### src/rtl/fetch_pkg.sv
// Shared definitions for the instruction fetch stage: word width, NOP
// encoding, PC increment, default reset PC and the IF/ID record layout.
package fetch_pkg;

  localparam int WORD_W = 32;

  typedef logic [WORD_W-1:0] word_t;

  // Encoding written into IF/ID when a fetched instruction is squashed.
  localparam word_t NOP_INST = 32'h0000_0000;

  // Sequential PC step (one 32-bit instruction).
  localparam word_t PC_INC = 32'd4;

  // PC loaded on reset unless the instantiating design overrides it.
  localparam word_t DEFAULT_RESET_PC = 32'h0000_0000;

  // Source selected for the next PC value when not in reset.
  typedef enum logic [1:0] {
    PC_SEL_HOLD   = 2'd0,
    PC_SEL_BRANCH = 2'd1,
    PC_SEL_SEQ    = 2'd2
  } pc_sel_e;

  // Contents of the IF/ID pipeline register.
  typedef struct packed {
    word_t inst;
    word_t pc_plus_4;
    logic  valid;
  } ifid_t;

  localparam ifid_t IFID_RESET = '{inst: NOP_INST, pc_plus_4: '0, valid: 1'b0};

  // Force a branch target onto a word boundary; the low two bits are dropped.
  function automatic word_t align_word(input word_t addr);
    return {addr[WORD_W-1:2], 2'b00};
  endfunction

endpackage

### src/rtl/fetch_pc.sv
// Program counter register with the next-PC priority mux:
// reset, then stall hold, then taken-branch redirect, then PC+4.
module fetch_pc
  import fetch_pkg::*;
#(
  parameter word_t RESET_PC = DEFAULT_RESET_PC
) (
  input  logic  clock,
  input  logic  reset,
  input  logic  PCWrite,
  input  logic  redirect,
  input  word_t BranchAddr,
  output word_t pc,
  output word_t pc_plus_4
);

  word_t   pc_reg;
  word_t   pc_next;
  word_t   target;
  pc_sel_e pc_sel;

  // Sequential successor; 32-bit addition wraps FFFF_FFFC to 0 naturally.
  assign pc_plus_4 = pc_reg + PC_INC;

  // Branch target with the byte-offset bits discarded.
  assign target = align_word(BranchAddr);

  // Choose the PC source; a stall outranks a redirect so the branch is
  // re-evaluated once the hazard clears.
  always_comb begin
    pc_sel = PC_SEL_SEQ;
    if (!PCWrite) begin
      pc_sel = PC_SEL_HOLD;
    end else if (redirect) begin
      pc_sel = PC_SEL_BRANCH;
    end
  end

  // Next-PC mux driven by the selected source.
  always_comb begin
    pc_next = pc_plus_4;
    case (pc_sel)
      PC_SEL_HOLD:   pc_next = pc_reg;
      PC_SEL_BRANCH: pc_next = target;
      PC_SEL_SEQ:    pc_next = pc_plus_4;
      default:       pc_next = pc_plus_4;
    endcase
  end

  // PC register; reset overrides every other input on the edge.
  always_ff @(posedge clock) begin
    if (reset) begin
      pc_reg <= RESET_PC;
    end else begin
      pc_reg <= pc_next;
    end
  end

  assign pc = pc_reg;

endmodule

### src/rtl/fetch.sv
// Instruction fetch stage: drives instruction memory from the PC, captures
// the returned word into the IF/ID register, squashes the wrong-path fetch
// on a taken branch, and counts fetched instructions and stall cycles.
module fetch
  import fetch_pkg::*;
#(
  parameter word_t RESET_PC = DEFAULT_RESET_PC
) (
  input  logic  clock,
  input  logic  reset,
  input  logic  PCWrite,
  input  logic  IFIDWrite,
  input  word_t BranchAddr,
  input  logic  brunch_taken,
  input  logic  brunch_control,
  output word_t imem_addr,
  input  word_t imem_data,
  output word_t IDpc_plus_4,
  output word_t IDinst,
  output logic  IDvalid,
  output word_t fetch_count,
  output word_t stall_count
);

  word_t pc;
  word_t pc_plus_4;
  logic  redirect;
  logic  take_redirect;
  logic  ifid_load;
  ifid_t ifid_reg;
  ifid_t ifid_next;
  word_t fetch_count_reg;
  word_t stall_count_reg;

  // Branch in decode whose operands compared equal.
  assign redirect = brunch_control & brunch_taken;

  // A stalled PC suppresses the redirect and its flush for this cycle.
  assign take_redirect = redirect & PCWrite;

  fetch_pc #(
    .RESET_PC (RESET_PC)
  ) u_pc (
    .clock      (clock),
    .reset      (reset),
    .PCWrite    (PCWrite),
    .redirect   (redirect),
    .BranchAddr (BranchAddr),
    .pc         (pc),
    .pc_plus_4  (pc_plus_4)
  );

  // Instruction memory is addressed straight from the PC register.
  assign imem_addr = pc;

  // A real instruction enters IF/ID only when it is written and not squashed.
  assign ifid_load = IFIDWrite & ~take_redirect;

  // IF/ID next value: hold when frozen, NOP bubble on redirect, else capture.
  always_comb begin
    ifid_next = ifid_reg;
    if (IFIDWrite) begin
      if (take_redirect) begin
        ifid_next.inst      = NOP_INST;
        ifid_next.pc_plus_4 = pc_plus_4;
        ifid_next.valid     = 1'b0;
      end else begin
        ifid_next.inst      = imem_data;
        ifid_next.pc_plus_4 = pc_plus_4;
        ifid_next.valid     = 1'b1;
      end
    end
  end

  // IF/ID pipeline register.
  always_ff @(posedge clock) begin
    if (reset) begin
      ifid_reg <= IFID_RESET;
    end else begin
      ifid_reg <= ifid_next;
    end
  end

  // Count instructions that entered IF/ID as valid; wraps at 2^32.
  always_ff @(posedge clock) begin
    if (reset) begin
      fetch_count_reg <= '0;
    end else if (ifid_load) begin
      fetch_count_reg <= fetch_count_reg + 32'd1;
    end
  end

  // Count cycles in which the PC was frozen; wraps at 2^32.
  always_ff @(posedge clock) begin
    if (reset) begin
      stall_count_reg <= '0;
    end else if (!PCWrite) begin
      stall_count_reg <= stall_count_reg + 32'd1;
    end
  end

  assign IDinst      = ifid_reg.inst;
  assign IDpc_plus_4 = ifid_reg.pc_plus_4;
  assign IDvalid     = ifid_reg.valid;
  assign fetch_count = fetch_count_reg;
  assign stall_count = stall_count_reg;

endmodule

### config.mk
export PLATFORM = sky130hd
export DESIGN_NAME = fetch
export DESIGN_NICKNAME = d
export VERILOG_FILES = /design/src/rtl/fetch_pkg.sv /design/src/rtl/fetch_pc.sv /design/src/rtl/fetch.sv
export SDC_FILE = /design/constraint.sdc
export NUM_CORES = 1
export LEC_CHECK = 0
export BUFFER_PORTS_ARGS = -buffer_cell sky130_fd_sc_hd__buf_2
export CORE_MARGIN = 2
export CORE_UTILIZATION = 29
export DETAILED_ROUTE_END_ITERATION = 7
export GPL_TIMING_DRIVEN = 0
export PLACE_DENSITY_LB_ADDON = 0.2
export SETUP_SLACK_MARGIN = 0.15
export SLEW_MARGIN = 10
export SYNTH_ARGS = -nofsm -noshare
export SYNTH_HDL_FRONTEND = slang
export SYNTH_SLANG_ARGS = --single-unit
### constraint.sdc
create_clock -name clock -period 3.4 [get_ports clock]
set_clock_uncertainty 0.15 [all_clocks]
set_input_delay 0.51 -clock clock [delete_from_list [all_inputs] [get_ports clock]]
set_output_delay 0.51 -clock clock [all_outputs]
set_load 0.01 [all_outputs]
==> impl_metrics.yaml, run 1 <==
global_routing:
  grt_max_degree: 17
  grt_overflow: 0
  grt_pass1_vias: 6774
  grt_pass1_wl_mm: 39.38
  grt_antenna_before_repair: 5
  grt_use_total_pct: 19.05
pwr:
  irDropWorstVdd_mv: 0.1966
  p_per_area_nw_per_um2: 457.1
  p_int_mw: 3.228
  switching_share_pct: 26.18
  leakagePower_nw: 3.871
  power_switching_mw: 1.145
  pwr-share-seq_pct: 44.7
  power_frac_comb_pct: 9.4
  p_clk_share_pct: 45.9
die:
  start_util_pct: 29.50
  core_um2: 25110
  die_y_um: 163.8
  ios: 231
  fp.dieW_um: 163.8
  core.rowCount: 58
  die_area_um2: 26840
detailed_routing:
  drc: 0
  vias: 7325
  drt_iter0_drc: 491
  vias_per_cell: 4.959
  drt_pass1_iterations: 5
  drt-wirelength-per-cell_um: 17.66
  ant_nets: 0
  finalWirelength_mm: 26.08
cts:
  htree_levels: 4
  clock-root-buffer: "clkbuf_16"
  cts_setup_buffers: 0
  cts_buffers: 17
  cts_tree: "done"
  insertion_delay_ps: 430
  path_clk_slew_ps: 70
  clock-sinks: 157
  ctsHoldBuffers: 0
  ctsResizeCount: 0
  clock_path_buffers: 2
timing:
  period_share_pct: 77.67
  rsz0062_at_grt: "false"
  finalHoldViolCount: 0
  holdWs_ps: 187.0
  slew_headroom_pct: 38.81
  worst_pin_slew_ps: 910.3
  finalSetupTns_ps: 0
  timing.fmax_mhz: 378.7
  maxSlewViolCount: 0
  fin_crit_ps: 2641
  setup_viol: 0
yosys:
  yosys-top-cells-count: "dfxtp_1 (157), nor2_1 (121), nand3_1 (74)"
  synth.distinct_cells: 56
  netlist_area_um2: 7408
  syn_area_per_cell_um2: 8.362
  synth_top_cell_by_area: "dfxtp_1"
  synth-seq-cells: 157
  synth.area.top_cells: "dfxtp_1 (42%), nor2_1 (6.1%), xnor2_1 (5.8%)"
  synth_cells: 886
  yosys_warnings: 0
  synth_edf_count: 0
  synth_top_flop_cell: "dfxtp_1"
  seq_area_frac_synth_pct: 42.43
  yosysMostFrequentCell: "dfxtp_1"
  async_reset_ff_share_pct: 0
  synth_top_cell_area_share_pct: 42.43
place:
  dp_hpwl_mm: 19.45
  port_buffers: 222
  gp_congestion: 0.8707
  placed_area_um2: 8944
  placed_cells: 1441
critical_path:
  critPathMaxStageDelay_ps: 610
  crit_start: "PCWrite"
  worstPathArrival_ps: 2840
  crit_chain: "buf_2, nand3_1, clkbuf_1, buf_1, buf_1, nand3_1, a21oi_1"
  crit_path_end_kind: "flop"
  rr_worst_depth: 6
  slowest_stage: "buf_1"
  r2r_slack_ps: 790
  worstPathMaxFanout: 10
  crit_end: "IDinst[30]"
  worstPathRequired_ps: 3600
  critPathLaunchType: "input port"
  r2r-end: "u_pc.pc[31]"
  rr_startpoint: "u_pc.pc[14]"
  crit_type: "in -> reg"
final_layout:
  layout-drive-gt1-share_pct: 25.11
  syn_to_final_growth_pct: 29.13
  fin_util_pct: 38.10
  fin_area_um2: 9567
  fin_cells: 1477
  nNetsFinal: 1203
run_status:
  outcome: "finished clean"
job:
  maxCapViolCount: 0
hold_path:
  hp-start: "BranchAddr[4]"
  hold_class: "in -> reg"
==> cell type report <==
type / count / area, µm²
sequential: 157 / 3143
clock inverter: 11 / 132.6
inverter: 24 / 90.09
antenna: 4 / 10.01
clock buffer: 21 / 480.5
tap: 330 / 412.9
timing repair buffer: 222 / 1111
multi-input combinational: 641 / 3906
fill: 2727 / 15540
buffer: 67 / 280.3
==> worst min-delay path by stage <==
| stage | cells after the start | to | slack [ps] |
|---|---|---|---|
| 2_1_floorplan | 2 | IDinst[10] | 340 |
| 3_3_place_gp | 2 | IDinst[1] | 300 |
| 3_5_place_dp | 2 | IDinst[18] | 300 |
| 4_1_cts | 3 | u_pc.pc[4] | 170 |
| 5_1_grt | 3 | u_pc.pc[4] | 180 |
| 6_report | 3 | u_pc.pc[4] | 190 |
==> power groups by stage <==
stage	clock (mW)	combinational, mW	sequential, mW
6_report	2.01	0.412	1.96
5_1_grt	2.12	0.453	1.96
4_1_cts	2.06	0.417	1.95
3_5_place_dp	0	0.417	2.00
3_3_place_gp	0	0.413	1.99
2_1_floorplan	0	0.192	2.02
==> worst max-delay path, delay by kind of cell <==
family	cells	cell delay (ps)
AO/OA/AOI/OAI	1	170
AND/OR/NAND/NOR	2	350
buffers and inverters	4	1800
==> through the flow <==
stage          total power [mW]  setup WS (ps)
6_report                  4.373          759.3
5_1_grt                   4.539          594.0
4_1_cts                   4.427          723.8
3_5_place_dp              2.413          276.4
3_3_place_gp              2.407          270.9
2_1_floorplan             2.209           1029
==> placed cells by master, fill, tap and decap left out, drive strengths merged, types with 4 or more instances in the layout <==
cell	n
dfxtp	157
a22oi	15
o21ai	21
and3	13
and4	7
xnor2	49
or3	16
nand3	75
nand4	23
o32ai	4
a31oi	5
inv	26
nor4	20
clkbuf	63
and2	4
diode	4
a211oi	27
a21oi	54
or4	6
buf	247
nor2	121
mux2	11
xor2	26
nand2	46
conb	4
clkinvlp	4
nor2b	9
nor3	14
a311oi	5
nand2b	33
==> cells by family after synthesis <==
kind of cell | count (synthesis) | share of synthesized area [%]
simple gates | 393 | 27.88
flops | 157 | 42.43
xor+xnor | 75 | 8.867
fa+ha+maj | 3 | 0.5067
compound gates | 152 | 13.19
other cells | 1 | 0.05062
buf+inv | 91 | 4.999
mux | 14 | 2.077
==> routing by layer <==
metal	track usage [%]	vias up	part of all wire [%]
met5	0	-	0
li1	-	3608	-
met2	30.25	206	47
met4	5.343	0	1.4
met1	24.93	3489	45
met3	5.909	22	7.1
No activity file was read; power rests on OpenSTA's default activity.
==> inputs of run 2 (changes only) <==
==> constraint.sdc (replaced) <==
create_clock -name clock -period 2.47 [get_ports clock]
set_clock_uncertainty 0.15 [all_clocks]
set_input_delay 0.3705 -clock clock [delete_from_list [all_inputs] [get_ports clock]]
set_output_delay 0.3705 -clock clock [all_outputs]
set_load 0.01 [all_outputs]
==> impl_metrics.yaml, run 2 (same netlist as run 1, synthesis figures left out) <==
cts:
  htree_levels: 4
  clock-root-buffer: "clkbuf_16"
  path_clk_slew_ps: 70
  clock-sinks: 157
  cts_buffers: 17
  ctsHoldBuffers: 0
  cts_tree: "done"
  insertion_delay_ps: 420
  clock_path_buffers: 2
detailed_routing:
  vias_per_cell: 4.928
  ant_nets: 0
  drt_iter0_drc: 493
  drc: 0
  drt_pass1_iterations: 5
  drt-wirelength-per-cell_um: 17.66
  vias: 7382
  finalWirelength_mm: 26.45
final_layout:
  mostFrequentLayoutCells: "buf_2 (226), dfxtp_1 (148), nor2_1 (120)"
  fillers: 2681
  fin_area_um2: 9824
  nNetsFinal: 1226
  syn_to_final_growth_pct: 32.61
  layout_commonest_cell: "buf_2"
  fin_cells: 1498
  layout-drive-gt1-share_pct: 28.76
  fin_util_pct: 39.13
die:
  die_area_um2: 26840
  start_util_pct: 29.50
  core_um2: 25110
  ios: 231
  die_y_um: 163.8
  fp.dieW_um: 163.8
  core.rowCount: 58
place:
  placed_cells: 1441
  port_buffers: 222
  place_ws_ps: -360.3
  dp_hpwl_mm: 19.42
  gp_congestion: 0.8192
  placed_area_um2: 8949
critical_path:
  worstPathMaxFanout: 8
  slowest_stage: "or4_4"
  crit_path_end_kind: "flop"
  critPathMaxStageDelay_ps: 550
  rr_startpoint: "u_pc.pc[11]"
  critPathLaunchType: "flop"
  worstPathArrival_ps: 2480
  worstPathRequired_ps: 2670
  crit_start: "u_pc.pc[11]"
  crit_chain: "nand4_4, or4_4, buf_6, nor4_4, mux2_4, a21oi_1"
  crit_type: "reg -> reg"
timing:
  period_share_pct: 92.44
  timing.fmax_mhz: 438.0
  fin_ws_ps: 186.7
  worst_pin_slew_ps: 715.9
  holdWs_ps: 50.17
  fin_crit_ps: 2283
  slew_headroom_pct: 52.28
  finalHoldViolCount: 0
  rsz0062_at_grt: "true"
  maxSlewViolCount: 0
  setup_viol: 0
global_routing:
  grt_max_degree: 17
  grt_use_total_pct: 19.30
  grt_overflow: 0
  grt_pass1_wl_mm: 39.50
  grt_pass1_vias: 6761
  grt_antenna_before_repair: 4
job:
  maxCapViolCount: 0
hold_path:
  hp-start: "BranchAddr[4]"
  hold_class: "in -> reg"
pwr:
  leakagePower_nw: 4.031
  irDropWorstVdd_mv: 0.2836
  p_per_area_nw_per_um2: 591.9
run_status:
  outcome: "finished clean"
run 2: changes by cell type in the layout (fill, tap and decap cells not counted), sizes merged:
| cell | delta |
|---|---|
| clkbuf | +2 |
| buf | +21 |
| clkinv | +2 |
| inv | -1 |
| clkinvlp | -1 |
| diode | -1 |
| bufinv | -1 |
run 2: worst paths after layout:
path / end / slack [ps] / depth (start not counted)
worst min register to register: IDinst[27] / 320 / 2
worst max register to register: u_pc.pc[24] / 190 / 6
worst min-delay path: u_pc.pc[4] / 50 / 3
worst max-delay path: u_pc.pc[24] / 190 / 6
run 2: what timing repair did:
| action | 4_1_cts | 5_1_grt |
|---|---|---|
| resized for setup | 16 | 25 |
| buffers inserted | 6 | 17 |
| pin swaps | 3 | 6 |
| endpoints found under the setup margin | 37 | 44 |
run 2: through the flow:
step           power [mW]  setup TNS [ps]
6_report            5.815               0
5_1_grt             6.039               0
4_1_cts             5.879               0
3_5_place_dp        3.322          -14850
3_3_place_gp        3.317          -13200
2_1_floorplan       3.042               0
run 2: report_power, final:
group / switching, mW / leakage, nW / internal, mW
clock: 1.10 / 0.265 / 1.43
combinational: 0.358 / 2.48 / 0.227
sequential: 0.0759 / 1.28 / 2.62
total: 1.54 / 4.03 / 4.28
run 2: layout make-up:
| class | count | area [µm²] | share of cell area (%) |
|---|---|---|---|
| clock inverters | 10 | 90.09 | 0.9170 |
| repair buffers | 245 | 1284 | 13.07 |
| inverters | 24 | 90.09 | 0.9170 |
| well taps | 330 | 412.9 | 4.203 |
| plain buffers | 67 | 296.5 | 3.018 |
| clock buffers | 21 | 460.4 | 4.687 |
| diodes | 3 | 7.507 | 0.07641 |
| multi-input cells | 641 | 4021 | 40.93 |
| flip-flops and latches | 157 | 3162 | 32.18 |
run 2: critical path: cells and delay by family, from the launching register on:
kind                   cells  cell delay, ps
AOI/OAI and AO/OA          1             130
buffers and inverters      1             150
DFF                        1             420
muxes                      1             350
and+or+nand+nor            3            1010
run 2: routing by layer:
layer / vias up / global-route usage (%) / wire, µm
li1: 3646 / - / -
met1: 3474 / 25.30 / 11910
met2: 229 / 30.35 / 12230
met3: 33 / 5.152 / 1670
met4: 0 / 7.297 / 634
met5: - / 0 / 0
